==> config.mk <==
export PLATFORM = sky130hd
export DESIGN_NAME = half_adder
export DESIGN_NICKNAME = d
export VERILOG_FILES = /design/src/rtl/half_adder_pkg.sv /design/src/rtl/half_adder_cell.sv /design/src/rtl/half_adder.sv
export SDC_FILE = /design/constraint.sdc
export NUM_CORES = 1
export LEC_CHECK = 0
export CAP_MARGIN = 30
export CORE_AREA = 2 2 39 41
export DETAILED_ROUTE_END_ITERATION = 10
export DIE_AREA = 0 0 41 43
export PLACE_DENSITY = 0.41
export SYNTH_ARGS = -nofsm -noshare
export SYNTH_HDL_FRONTEND = slang
export SYNTH_HIERARCHICAL = 1
export SYNTH_SLANG_ARGS = --single-unit
==> constraint.sdc <==
create_clock -name clk -period 1 [get_ports clk]
set_input_delay 0.3 -clock clk [delete_from_list [all_inputs] [get_ports clk]]
set_output_delay 0.3 -clock clk [all_outputs]
set_load 0.03 [all_outputs]
==> src/rtl/half_adder_pkg.sv <==
// Shared types, widths and helper functions for the half_adder leaf block.
package half_adder_pkg;

  localparam int unsigned DEFAULT_WIDTH = 1;
  // Widest lane vector popcount() accepts; narrower vectors are zero-extended.
  localparam int unsigned POP_MAX_WIDTH = 256;

  // Bits needed to hold a count of 0..width, never less than 1.
  function automatic int unsigned cnt_width(input int unsigned width);
    int unsigned w;
    w = (width < 1) ? 1 : $clog2(width + 1);
    return (w < 1) ? 1 : w;
  endfunction

  function automatic int unsigned popcount(input logic [POP_MAX_WIDTH-1:0] v);
    int unsigned n;
    n = 0;
    for (int i = 0; i < int'(POP_MAX_WIDTH); i++) begin
      n = n + 32'(v[i]);
    end
    return n;
  endfunction

endpackage

==> src/rtl/half_adder_cell.sv <==
// Single-bit combinational half adder.
module half_adder_cell (
  input  logic a,
  input  logic b,
  output logic sum,
  output logic c
);

  assign sum = a ^ b;
  assign c   = a & b;

endmodule

==> src/rtl/half_adder.sv <==
// WIDTH-lane half adder with combinational results plus a registered,
// valid-qualified copy and carry popcount. Optional macro: HALF_ADDER_PARITY_EN.
module half_adder
  import half_adder_pkg::*;
#(
  parameter  int unsigned WIDTH = DEFAULT_WIDTH,
  localparam int unsigned CW    = cnt_width(WIDTH)
) (
  input  logic             clk,
  input  logic             rst,
  input  logic [WIDTH-1:0] a,
  input  logic [WIDTH-1:0] b,
  output logic [WIDTH-1:0] sum,
  output logic [WIDTH-1:0] c,
  input  logic             in_valid,
  output logic             out_valid,
  output logic [WIDTH-1:0] sum_q,
  output logic [WIDTH-1:0] c_q,
  output logic [CW-1:0]    carry_cnt,
  output logic             parity_q
);

  for (genvar i = 0; i < int'(WIDTH); i++) begin : g_lane
    half_adder_cell u_cell (
      .a   (a[i]),
      .b   (b[i]),
      .sum (sum[i]),
      .c   (c[i])
    );
  end

  logic [CW-1:0] carry_cnt_next;
  assign carry_cnt_next = CW'(popcount(POP_MAX_WIDTH'(c)));

  // Result registers only load on in_valid, so idle-cycle operands never reach them.
  always_ff @(posedge clk or posedge rst) begin
    if (rst) begin
      out_valid <= 1'b0;
      sum_q     <= '0;
      c_q       <= '0;
      carry_cnt <= '0;
    end else begin
      out_valid <= in_valid;
      if (in_valid) begin
        sum_q     <= sum;
        c_q       <= c;
        carry_cnt <= carry_cnt_next;
      end
    end
  end

`ifdef HALF_ADDER_PARITY_EN
  always_ff @(posedge clk or posedge rst) begin
    if (rst) begin
      parity_q <= 1'b0;
    end else if (in_valid) begin
      parity_q <= ^sum;
    end
  end
`else
  assign parity_q = 1'b0;
`endif

endmodule

==> impl_metrics.env <==
export IMPL_grt_overflow=0
export IMPL_grt_pass1_wl_um=517
export IMPL_worst_slack_ns=-0.0868
export IMPL_hold_viol_final=0
export IMPL_fin_crit_ns=1.09
export IMPL_grt_max_degree=4
export IMPL_core_rowCount=14
export IMPL_die_h_um=43
export IMPL_dr_total_vias=116
export IMPL_routedWlPerCell_um=8.71
export IMPL_power_total_w=0.000496
export IMPL_crit_path_end_kind="output pin"
export IMPL_cts_root_buf="clkbuf_4"
export IMPL_ys_types=6
export IMPL_rsz0062_at_grt="yes"
export IMPL_crit_path_start="carry_cnt"
export IMPL_critical_path_top_delay_family="flip-flops"
export IMPL_grt_usage_pct=5.43
export IMPL_slew_viol_final=0
export IMPL_ir_worst_vdd_uv=228
export IMPL_p_leak_nw=0.133
export IMPL_syn_inst=10
export IMPL_violations="negative setup slack"
export IMPL_viasPerCell=3.05
export IMPL_clkLatencyLatePin_ns=0.23
export IMPL_cp_cell_sequence="buf_6"
export IMPL_ctsHtreeMaxLevel=1
export IMPL_grt_pass1_vias=145
export IMPL_status="complete, but fails checks"
export IMPL_crit_path_start_kind="register"
export IMPL_antenna_cells=0
export IMPL_die_x_um=41
export IMPL_layout_common_cells="buf_6 (8), clkbuf_4 (3), mux2_2 (2), dfrtp_1 (2)"
export IMPL_powerDensity_mw_per_mm2=1730
export IMPL_arrival_ns=0.79
export IMPL_clockBufferDepth=2
export IMPL_required_ns=0.70
export IMPL_core_area_mm2=0.00138
export IMPL_clock_skew_final_ns=0
export IMPL_drc=0
export IMPL_layout_cells_most_common="buf_6"
export IMPL_cts_setup_buffers=0
export IMPL_cp_buffers_inverters=1
export IMPL_setup_violations_final=5
export IMPL_critPathMaxStageDelay_ns=0.41
export IMPL_cts_tree="done"
export IMPL_drive_gt1_share_pct=68.2
export IMPL_area_growth_synth_to_final_pct=116
export IMPL_antenna_found_initial=0
export IMPL_syn_nets=16
export IMPL_hold_class="input port to asynchronous set/reset pin"
export IMPL_io_pins=12
export IMPL_gp_congestion=0.527
export IMPL_die_area_mm2=0.00176
export IMPL_fin_crit_sh_pct=109
export IMPL_io_buffers=10
export IMPL_clkTransAtPathRegs_ns=0.04
export IMPL_drtIter0Drc=1
export IMPL_criticalPathCategory="register to output pin"
export IMPL_start_util_pct=9.58
export IMPL_fin_nets=29
export IMPL_yosys_warnings=6
export IMPL_crit_slowest_cell="dfrtp_2"
export IMPL_crit_fanout=3
export IMPL_routed_wl_um=331
export IMPL_ant_nets=0
export IMPL_ys_ff_latch=3
export IMPL_drv_cap=0
export IMPL_numClockSinks=3
export IMPL_final_core_util_pct=20.7
export IMPL_netlist_area_um2=133
export IMPL_fmax_mhz=920
export IMPL_r2r_start="carry_cnt"
export IMPL_ys_seq_area_share_pct=56.6
export IMPL_synth_avg_cell_area_um2=13.3
export IMPL_dr_pass1_iters=2
export IMPL_cts_buffers=3
-- synthesized netlist by cell type --
cell	n	area (um^2)
inv_1	1	3.75
buf_4	2	15.0
conb_1	1	3.75
ha_1	1	12.5
dfrtp_1	3	75.1
mux2_2	2	22.5
-- path summary, 6_finish.rpt --
path	depth (start not counted)	slack (ns)	to
worst max-delay path	1	-0.09	carry_cnt
worst min-delay path	2	0.25	sum_q
worst max register to register	1	0.21	carry_cnt
worst min register to register	1	0.53	sum_q
max in group asynchronous	2	0.61	carry_cnt
min in group clk	1	0.38	out_valid
-- through the flow --
stage	hold slack, ns	area [um^2]	cells	setup WS, ns	setup TNS (ns)
after floorplan	0.0536	146	10	0.0538	0
after global placement	0.486	236	34	-0.484	-1.58
after detailed placement	0.496	236	34	-0.485	-1.59
after CTS	0.253	287	38	-0.0996	-0.383
after global routing	0.265	287	38	-0.112	-0.438
final	0.249	287	38	-0.0868	-0.331
-- area by class of cell --
type | count | area [um^2]
sequential | 3 | 76.3
multi-input combinational | 4 | 51.3
tap | 16 | 20.0
fill | 158 | 1100
timing repair buffer | 10 | 109
inverter | 1 | 3.75
clock buffer | 4 | 26.3
-- registers in the layout (all words and copies together), names as in the netlist --
| register | cells |
|---|---|
| carry_cnt | 1 |
| out_valid | 1 |
| sum_q | 1 |
-- metal layers --
| layer | up-vias | track usage (%) | wire length (um) |
|---|---|---|---|
| met5 | - | 0 | 0 |
| met3 | 2 | 4.19 | 82 |
| li1 | 52 | - | - |
| met4 | 0 | 10.0 | 19 |
| met1 | 48 | 3.56 | 113 |
| met2 | 14 | 6.25 | 116 |
-- cell families after synthesis --
logic type               Yosys count  share of synthesized area [%]
adder cells (fa/ha/maj)            1                           9.43
buffers and inverters              3                           14.1
flip-flops                         3                           56.6
multiplexers                       2                           17.0
other                              1                           2.83
-- power by group --
part           leakage, nW  switching [W]  internal, W
Clock               0.0150      0.0000626     0.000150
Sequential          0.0349     0.00000868     0.000135
Combinational       0.0829      0.0000722    0.0000683
-- timing repair --
item                       CTS  global route
pin swaps                    1             1
hold buffers                 0             0
gates resized for setup     17             0
hold endpoints to repair     0             0
setup endpoints to repair    8             5
Note: power is estimated with default switching activity, not from simulation.
